==> src/rtl/fifo_rd_stream.sv <==
// Turns a registered-read FIFO port (read enable, one-cycle data latency) into a valid/ready stream.
// Optional accepted-beat counter on m_beats_o when FIFO_RD_STREAM_CNT_EN is defined.
module fifo_rd_stream #(
    parameter int unsigned DATA_WIDTH = 8
) (
    input  logic                  clk_i,
    input  logic                  rst_i,
    input  logic                  fifo_rrdy_i,
    input  logic [DATA_WIDTH-1:0] fifo_dout_i,
    output logic                  fifo_re_o,
    output logic                  m_valid_o,
    output logic [DATA_WIDTH-1:0] m_data_o,
    input  logic                  m_ready_i
`ifdef FIFO_RD_STREAM_CNT_EN
    ,
    output logic [15:0]           m_beats_o
`endif
);

    typedef enum logic [1:0] {
        OccEmpty = 2'd0,
        OccOne   = 2'd1,
        OccTwo   = 2'd2
    } occ_e;

    occ_e                  occ_q, occ_d;
    logic                  inflight_q;
    logic                  valid_q, valid_d;
    logic [DATA_WIDTH-1:0] head_q, head_d;
    logic [DATA_WIDTH-1:0] tail_q, tail_d;
    logic                  pop;
    logic [2:0]            load;

    assign pop = valid_q & m_ready_i;

    // Words held after this edge if nothing new is read; a read is allowed while it stays <= 1.
    assign load      = {1'b0, occ_q} + {2'b00, inflight_q} - {2'b00, pop};
    assign fifo_re_o = fifo_rrdy_i & ~rst_i & (load <= 3'd1);

    always_comb begin
        occ_d  = occ_q;
        head_d = head_q;
        tail_d = tail_q;
        unique case ({inflight_q, pop})
            2'b01: begin
                head_d = tail_q;
                occ_d  = (occ_q == OccTwo) ? OccOne : OccEmpty;
            end
            2'b10: begin
                if (occ_q == OccEmpty) begin
                    head_d = fifo_dout_i;
                    occ_d  = OccOne;
                end else begin
                    tail_d = fifo_dout_i;
                    occ_d  = OccTwo;
                end
            end
            2'b11: begin
                // Occupancy unchanged; new word goes behind whatever remains.
                if (occ_q == OccOne) begin
                    head_d = fifo_dout_i;
                end else begin
                    head_d = tail_q;
                    tail_d = fifo_dout_i;
                end
            end
            default: ;
        endcase
        valid_d = (occ_d != OccEmpty);
    end

    always_ff @(posedge clk_i) begin
        if (rst_i) begin
            occ_q      <= OccEmpty;
            inflight_q <= 1'b0;
            valid_q    <= 1'b0;
            head_q     <= '0;
            tail_q     <= '0;
        end else begin
            occ_q      <= occ_d;
            inflight_q <= fifo_re_o;
            valid_q    <= valid_d;
            head_q     <= head_d;
            tail_q     <= tail_d;
        end
    end

    assign m_valid_o = valid_q;
    assign m_data_o  = head_q;

`ifdef FIFO_RD_STREAM_CNT_EN
    logic [15:0] beats_q;

    always_ff @(posedge clk_i) begin
        if (rst_i) begin
            beats_q <= 16'h0000;
        end else if (pop) begin
            beats_q <= beats_q + 16'h0001;
        end
    end

    assign m_beats_o = beats_q;
`endif

endmodule

==> config.mk <==
export PLATFORM = sky130hd
export DESIGN_NAME = fifo_rd_stream
export DESIGN_NICKNAME = d
export VERILOG_FILES = /design/src/rtl/fifo_rd_stream.sv
export SDC_FILE = /design/constraint.sdc
export NUM_CORES = 1
export LEC_CHECK = 0
export CAP_MARGIN = 10
export CORE_MARGIN = 2
export CORE_UTILIZATION = 35
export DETAILED_ROUTE_END_ITERATION = 12
export HOLD_SLACK_MARGIN = 0.1
export PLACE_DENSITY_LB_ADDON = 0.1
export SETUP_SLACK_MARGIN = 0.1
export SLEW_MARGIN = 20
export SYNTH_ARGS = -nofsm -noshare
export SYNTH_HDL_FRONTEND = slang
export SYNTH_SLANG_ARGS = --single-unit
==> constraint.sdc <==
create_clock -name clk_i -period 2.6 [get_ports clk_i]
set_input_delay 0.26 -clock clk_i [delete_from_list [all_inputs] [get_ports clk_i]]
set_output_delay 0.26 -clock clk_i [all_outputs]
set_load 0.005 [all_outputs]
; ---- Yosys cells after proc, flatten, opt, wreduce, memory -nomap -nowiden
; Index checks and enable logic that the tools add are counted.
[word_totals]
wordCells = 35
inputBits = 12
output_inout_bits = 10
ff_bits = 20
[classes]
addsub = 2
order_cmp = 1
n_eq_ne = 8
n_reduce_logical = 6
bitwise = 4
n_mux = 9
[ops]
columns = cell, count
row1 = $mux 8, 4
row2 = $pmux 8 s3, 1
row3 = $pmux 8 s2, 1
row4 = $eq 2x2->1 const B, 3
row5 = $ne 2x2->1 const B, 3
row6 = $eq 2x1->1 const B, 2
row7 = $pmux 2 s2, 1
row8 = $reduce_bool 2->1, 2
row9 = $add 2x1->3, 1
row10 = $and 1x1->1, 3
row11 = $le 3x1->1 const B, 1
row12 = $reduce_and 3->1, 1
row13 = $reduce_bool 3->1, 1
row14 = $sub 3x1->3, 1
row15 = $logic_not 2->1, 1
row16 = $mux 2, 1
row17 = $reduce_and 2->1, 1
row18 = $mux 1, 1
row19 = $not 1->1, 1

; ---- Logic depth before layout (Yosys ltp)
; Gate-level depths: netlist of run 1.
[depth]
depth_word = 4
ltp_mapped = 7
mapped_depth_nobuf = 7

; ---- Worst setup path before layout of run 1
; Ideal clock, no wire load.
[synth_path]
path_type = register to output
start = register inflight_q
end = output fifo_re_o
required_time_ns = 2.340
arrival_ns = 1.879
n_path_buf = 0
setup_slack_ns = 0.461
stages_incl_launch_ff = 8
path_cell_list = dfxtp_1 > clkinv_1 > ha_1 > ha_1 > inv_1 > fa_1 > xor2_1 > nor3_1
[synth_between]
elab_chain_len = 4
[synth_lines]
columns = item, line
row1 = "start, declared", 27  ; logic inflight_q;
row2 = "start signal, assigned", 81  ; inflight_q <= fifo_re_o;
row3 = $add 2x1->3, 37  ; assign load = {1'b0, occ_q} + {2'b00, inflight_q} - {2'b00, pop};
row4 = $sub 3x1->3, 37
row5 = $le 3x1->1, 38  ; assign fifo_re_o = fifo_rrdy_i & ~rst_i & (load <= 3'd1);
row6 = $and 1x1->1, 38
row7 = "end, declared", 10  ; output logic fifo_re_o,
; No other way between the ends.

; ---- Worst setup path after layout of run 1
[layout_path]
start = input m_ready_i
end = output fifo_re_o
[layout_between]
elab_chain_len = 4
[layout_lines]
columns = item, line
row1 = "start, declared", 13  ; input logic m_ready_i
row2 = $and 1x1->1, 34  ; assign pop = valid_q & m_ready_i;
row3 = $sub 3x1->3, 37
row4 = $le 3x1->1, 38
row5 = $and 1x1->1, 38
; No other way between the ends.

==> results of run 1 <==
-- final timing paths --
check,from,to,cells past startpoint
setup / recovery,m_ready_i,fifo_re_o,9
hold / removal,m_data_o[3]$_SDFFE_PP0P_,m_data_o[3]$_SDFFE_PP0P_,2
setup reg to reg,inflight_q$_SDFF_PP0_,tail_q[7]$_SDFFE_PP0P_,5
hold reg to reg,m_data_o[3]$_SDFFE_PP0P_,m_data_o[3]$_SDFFE_PP0P_,2
-- cell usage in the layout, fill, tap and decap left out, types with 2 or more instances in the layout --
cell type / count
o21ai_0: 10
o221ai_1: 16
clkdlybuf4s50_1: 20
dfxtp_1: 20
a221oi_1: 8
and2_1: 9
clkbuf_8: 3
buf_4: 15
clkinv_1: 2
a311oi_1: 8
ha_1: 2
inv_1: 10
nand2b_1: 18
nand2_1: 3
o31a_1: 8
a21oi_1: 2
nor3b_1: 8
-- critical path: stages --
cell and delay [ps]:
clkdlybuf4s50_1 490, nand2_2 80, ha_4 270, ha_1 130, inv_1 50, fa_1 510
nand2_1 80, nor3_2 150, buf_2 130
-- through the flow --
step	setup slack (ps)	area (sq um)	setup TNS, ps	std cells
finish	193	1760	0	231
global route	103	1760	0	231
CTS	179	1760	0	231
detailed placement	-248	1680	-248	227
global placement	-195	1680	-195	227
floorplan	461	1370	0	157
-- cell usage after synthesis (2+ instances only) --
cell type | number | share of area (%)
dfxtp_1 | 20 | 29
nand2b_1 | 18 | 8.2
o221ai_1 | 16 | 10
inv_1 | 10 | 2.8
o21ai_0 | 10 | 3.7
and2_1 | 9 | 4.1
a221oi_1 | 8 | 5.1
a311oi_1 | 8 | 5.1
nor3b_1 | 8 | 4.4
o31a_1 | 8 | 5.1
clkbuf_1 | 6 | 1.6
buf_2 | 5 | 1.8
nand2_1 | 4 | 1.1
ha_1 | 3 | 2.8
a21oi_1 | 2 | 0.73
clkinv_1 | 2 | 0.55
nor3_1 | 2 | 0.73
-- kinds of logic after synthesis --
logic type	count (synthesis)
mux	2
compound gates	56
buf+inv	26
xor+xnor	1
fa+ha+maj	4
flops	20
simple gates	48
-- what timing repair did --
item / 4_1_cts / 5_1_grt
gates resized for setup: 7 / 0
setup buffers: 0 / 0
endpoints found under the setup margin: 1 / 0
-- layout make-up --
| type | instances | area share, % |
|---|---|---|
| Clock buffer | 3 | 2.34 |
| Clock inverter | 1 | 1.70 |
| Inverter | 12 | 2.55 |
| Multi-Input combinational cell | 111 | 49.3 |
| Sequential cell | 20 | 22.7 |
| Tap cell | 48 | 3.40 |
| Timing Repair Buffer | 36 | 18.0 |
-- metal layers --
metal,routed length [microns],vias up,track usage (%)
met5,0,-,0
met4,35,0,5.36
met3,195,4,2.20
met2,2040,41,33.5
met1,1810,656,27.1
li1,-,655,-
-- power groups by stage --
stage               clock network (uW)  logic, uW  registers, uW
finish                             323        170            329
global route                       342        182            332
CTS                                328        168            330
detailed placement                   0        165            337
global placement                     0        162            337
floorplan                            0       78.0            338
-- sequential cells by signal, indices dropped and copies added (netlist names) --
register    count
m_data_o        8
tail_q          8
occ_q           2
m_valid_o       1
inflight_q      1
==> results.md, run 1 <==
* Seq cells post-synth at 20
* Sequential Power Share at about two fifths
* GRT Util Overall at 20.0%
* Syn_nets at 173
* First-pass GRT wire length at ~6700 microns
* Comb power frac at 20.6%
* Vias in the first global route at 1,315
* Switching share of power at 25.6%
* Fillers at ~380
* Antenna Nets Post-Route at 0
* Largest net degree at the start of global routing at 34
* DP Wirelength at 2790 microns
* CTS tree: done
* Nets at 200
* Hold slack final at 476 ps
* Clock network power share at 39.3%
* Relative slew slack at 67.0%
* Vias post-DR at 1,356
* R2R Setup Slk at 820 ps
* H-tree level count at 1
* Post-Syn Area at about 0.0014 sq mm
* Clk sinks at 20
* CTS Buffer Depth at 2
* Utilization after layout at 47.5%
* Sw Pwr at about 210 uW
* Slew @ Worst Pin at 495 ps
* Crit end category: primary output
* Simple-gate portion of the synthesized area at 23.0%
* Top Ports at 22
* Minimum clock period at between 2000 and 2500 ps
* Synth Flop Type: dfxtp_1
* Ant diodes at 0
* Worst Hold Class: reg2reg
* Fraction of layout cells with a size suffix above 1 at 14.2%
* Via/cell ratio at 5.87
* P&R area growth vs syn at 29.2%
* Clk pin slew, worst setup/hold paths at 80 ps
* Cells after Synth at 157
* RSZ-0062 raised after global routing: false
* EDFF count, synth at 0
* Post-synthesis xor/xnor area fraction at 0.642%
* Synth Area in Compound Gates at 32.3%
* YS warnings at 0
* Hold Vio Cnt, Final at 0
* Initial drt markers at 120
* Max-cap violations at 0
* Reg area at 400 sq um
* CP Data Required Time at 2340 ps
* Endpoints failing setup at 0
* Wirelength, routed at 4080 microns
* Routed len/inst at 17.7 microns
* Setup crit start kind: input pin
* Final Max Tran Viols at 0
* Tot Pwr at 823 uW
* Root Driver: clkbuf_8
* Hold buffers post-CTS at 0
* Ys async rst share at 0%
* Placer Congestion at around 0.75
* Initial antenna violation count at 0
* Die area at 0.00442 sq mm
* Internal at about 610 uW
* Largest family of logic cells by synthesized area: compound AO/OA/AOI/OAI gates
* Seq/Total Area, Yosys at 29.3%
* TritonCTS buffer count at 3
* Syn Area/Cell at between 8 and 9 sq um
* Pwr/cell area at 466 mW/mm^2
* CP max FO at 2
* Multi-input combinational cell area at about 870 sq um
* GRT overflow at 0
* IO buf count at 21
* Clock Skew at ~2.2 ps
* Row count at 22
* Starting Density at 36.7%
* Post-synthesis cell type count at 35
* Post-Synth Adder-Cell Area at under 10%
* Die H at 66.5 microns
* Final period util at 92.6%
* Die extent in x at 66.5 microns
* Worst VDD drop at 0.000206 V
* Worst-Skew Late Latency at 260 ps
* Status: finished, final reports clean
* 1st-pass router iterations at 4
* Crit Path Category: in2out
* Static leakage at 0.000614 uW
* DRC at 0
* CORE AREA at 0.00372 sq mm
* Maximum clock frequency at 415 MHz
* CP arrival at 2150 ps
* Multiplexer share of the synthesized area at about 2.1%
(Power assumes the default switching activity.)
==> run 2, diff against run 1 <==
--- a/config.mk
+++ b/config.mk
@@ -12,7 +12,6 @@
 export HOLD_SLACK_MARGIN = 0.1
 export PLACE_DENSITY_LB_ADDON = 0.1
 export SETUP_SLACK_MARGIN = 0.1
-export SLEW_MARGIN = 20
 export SYNTH_ARGS = -nofsm -noshare
 export SYNTH_HDL_FRONTEND = slang
 export SYNTH_SLANG_ARGS = --single-unit
==> constraint.sdc (replaced) <==
create_clock -name clk_i -period 2.3 [get_ports clk_i]
set_input_delay 0.23 -clock clk_i [delete_from_list [all_inputs] [get_ports clk_i]]
set_output_delay 0.23 -clock clk_i [all_outputs]
set_load 0.005 [all_outputs]
==> run 2 against run 1 <==
Utilization up 0.64 points. Hold slack worse by 1.2 ps. Final cell count up 0.87%. Clock skew down 1.1 ps.
==> results.md, run 2 (same netlist as run 1, synthesis figures left out) <==
* Largest net degree at the start of global routing at 34 (unchanged)
* Relative slew slack at 72.6% (+5.6 points)
* Clock Skew at 1.14 ps (-1.10 ps)
* GRT overflow at 0 (unchanged)
* DP Wirelength at 2780 microns (-0.56%)
* Initial antenna violation count at 0 (unchanged)
* Hold Vio Cnt, Final at 0 (unchanged)
* Commonest non-fill, non-tap cell in the layout: clkdlybuf4s50_1
* IO buf count at 21 (unchanged)
* CORE AREA at 0.00372 sq mm (unchanged)
* Fillers at 379 (+1.1%)
* Hold buffers post-CTS at 0 (unchanged)
* Slew @ Worst Pin at 411 ps (-83.5 ps)
* RSZ-0062 raised after global routing: true
* Worst VDD drop at 0.000324 V (+57%)
* Final setup margin at 173 ps (-20.0 ps)
* Root Driver: clkbuf_8
* Minimum clock period at roughly 2100 ps
* 1st-pass router iterations at 4 (unchanged)
* Vias in the first global route at 1,396 (+6.2%)
* Routed len/inst at 17.1 microns (-3.4%)
* Post-route setup TNS at 0 ps (unchanged)
* Die H at 66.5 microns (unchanged)
* Worst-Skew Late Latency at 260 ps (about the same)
* Wirelength, routed at 3980 microns (-2.6%)
* Internal at 580 uW (-5.2%)
* Crit end category: primary output
* Sequential Power Share at 46.3% (+6.2 points)
* Crit Path Category: reg2out
* Fraction of layout cells with a size suffix above 1 at 19.5% (+5.3 points)
* Worst Hold Class: reg2reg
* Clk sinks at 20 (unchanged)
* Initial drt markers at 95 (-21%)
* Placer Congestion at 0.774 (+3.2%)
* Final non-filler cell total at 233 (+0.87%)
* Die extent in x at 66.5 microns (unchanged)
* Placed cells at 229 (+0.88%)
* CP Data Required Time at 2070 ps (-270 ps)
* DRC at 0 (unchanged)
* Nets at 203 (+1.5%)
* H-tree level count at 1 (unchanged)
* CTS tree: done
* Post-DP Area at 0.00169 sq mm (+0.89%)
* Via/cell ratio at 5.88 (+0.24%)
* Ant diodes at 0 (unchanged)
* TritonCTS buffer count at 3 (unchanged)
* Final Max Tran Viols at 0 (unchanged)
* Switching share of power at 28.2% (+2.6 points)
* Final period util at approximately 92%
* GRT Util Overall at 19.7% (-0.29 points)
* Status: finished, final reports clean
* Clock network power share at 29.5% (-9.8 points)
* Static leakage at 0.000617 uW (+0.40%)
* Antenna Nets Post-Route at 0 (unchanged)
* Setup crit start kind: flop
* Vias post-DR at 1,371 (+1.1%)
* Top Ports at 22 (unchanged)
* Max-cap violations at 0 (unchanged)
* Pwr/cell area at 452 mW/mm^2 (-3.1%)
* Die area at 0.00442 sq mm (unchanged)
* Sw Pwr at 227 uW (+8.1%)
* P&R area growth vs syn at 31.0%
* Finished Cell Area at 0.00179 sq mm (+1.3%)
* Clk pin slew, worst setup/hold paths at 80 ps (about the same)
* Endpoints failing setup at 0 (unchanged)
* Comb power frac at 24.2% (+3.6 points)
* Row count at 22 (unchanged)
* CP max FO at 2 (unchanged)
* Post-place setup slack at -503 ps (-255 ps)
* First-pass GRT wire length at 6650 microns (-0.11%)
* Maximum clock frequency at between 400 and 500 MHz
* Most frequent cells in the layout: 19 x clkdlybuf4s50_1, 18 x nand2b_1, 18 x dfxtp_1, 18 x buf_4, 16 x o221ai_1
* CTS Buffer Depth at 2 (unchanged)
* CP arrival at 1900 ps (-250 ps)
* Starting Density at 36.7% (unchanged)
==> run 2: worst paths after layout <==
check	slack (ps)	startpoint	cells past startpoint	endpoint
worst max-delay path	170	inflight_q$_SDFF_PP0_	8	fifo_re_o
worst min-delay path	480	m_data_o[6]$_SDFFE_PP0P_	2	m_data_o[6]$_SDFFE_PP0P_
worst max register to register	460	inflight_q$_SDFF_PP0_	6	m_data_o[3]$_SDFFE_PP0P_
worst min register to register	480	m_data_o[6]$_SDFFE_PP0P_	2	m_data_o[6]$_SDFFE_PP0P_
==> run 2: layer usage <==
metal / track usage (%) / up-vias / share of wire, % / routed length [microns]
met5: 0 / - / 0 / 0
met4: 4.85 / 0 / 0.58 / 23
met3: 3.89 / 2 / 5.0 / 198
met2: 35.6 / 37 / 52 / 2070
met1: 23.7 / 672 / 42 / 1680
li1: - / 660 / - / -
==> run 2: area by class of cell <==
| class | instances | area (sq um) | share of cell area [%] |
|---|---|---|---|
| Inverter | 12 | 50.0 | 2.80 |
| Clock buffer | 3 | 41.3 | 2.31 |
| Multi-Input combinational cell | 111 | 895 | 50.0 |
| Sequential cell | 20 | 403 | 22.5 |
| Timing Repair Buffer | 39 | 339 | 19.0 |
| Tap cell | 48 | 60.1 | 3.36 |
==> run 2: timing repair <==
| action | in CTS | in global routing |
|---|---|---|
| buffers inserted | 1 | 0 |
| pin swaps | 5 | 3 |
| endpoints found under the setup margin | 1 | 1 |
| gates resized for setup | 14 | 4 |
==> run 2: power groups by stage <==
| stage | registers (uW) | clock network (uW) | logic (uW) |
|---|---|---|---|
| 4_1_cts | 374 | 246 | 194 |
| 2_1_floorplan | 382 | 0 | 88.2 |
| 3_5_place_dp | 381 | 0 | 188 |
| 6_report | 374 | 238 | 196 |
| 5_1_grt | 376 | 262 | 214 |
| 3_3_place_gp | 380 | 0 | 185 |
==> run 2: worst max-delay path, stage by stage, from the launching register on <==
cell and delay [ps]:
dfxtp_2 360, clkinv_4 60, ha_4 270, ha_4 120, inv_2 30, fa_2 530, nand2_2 60, nor3_2 90
buf_2 130
==> run 2: metrics by stage <==
stage / utilization, % / total power, uW / hold WS [ps]
after CTS: 47.6 / 814 / 482
after detailed placement: 45.6 / 568 / 470
after floorplan: - / 471 / 373
after global routing: 48.1 / 852 / 503
final: 48.1 / 808 / 475
after global placement: 45.6 / 565 / 465
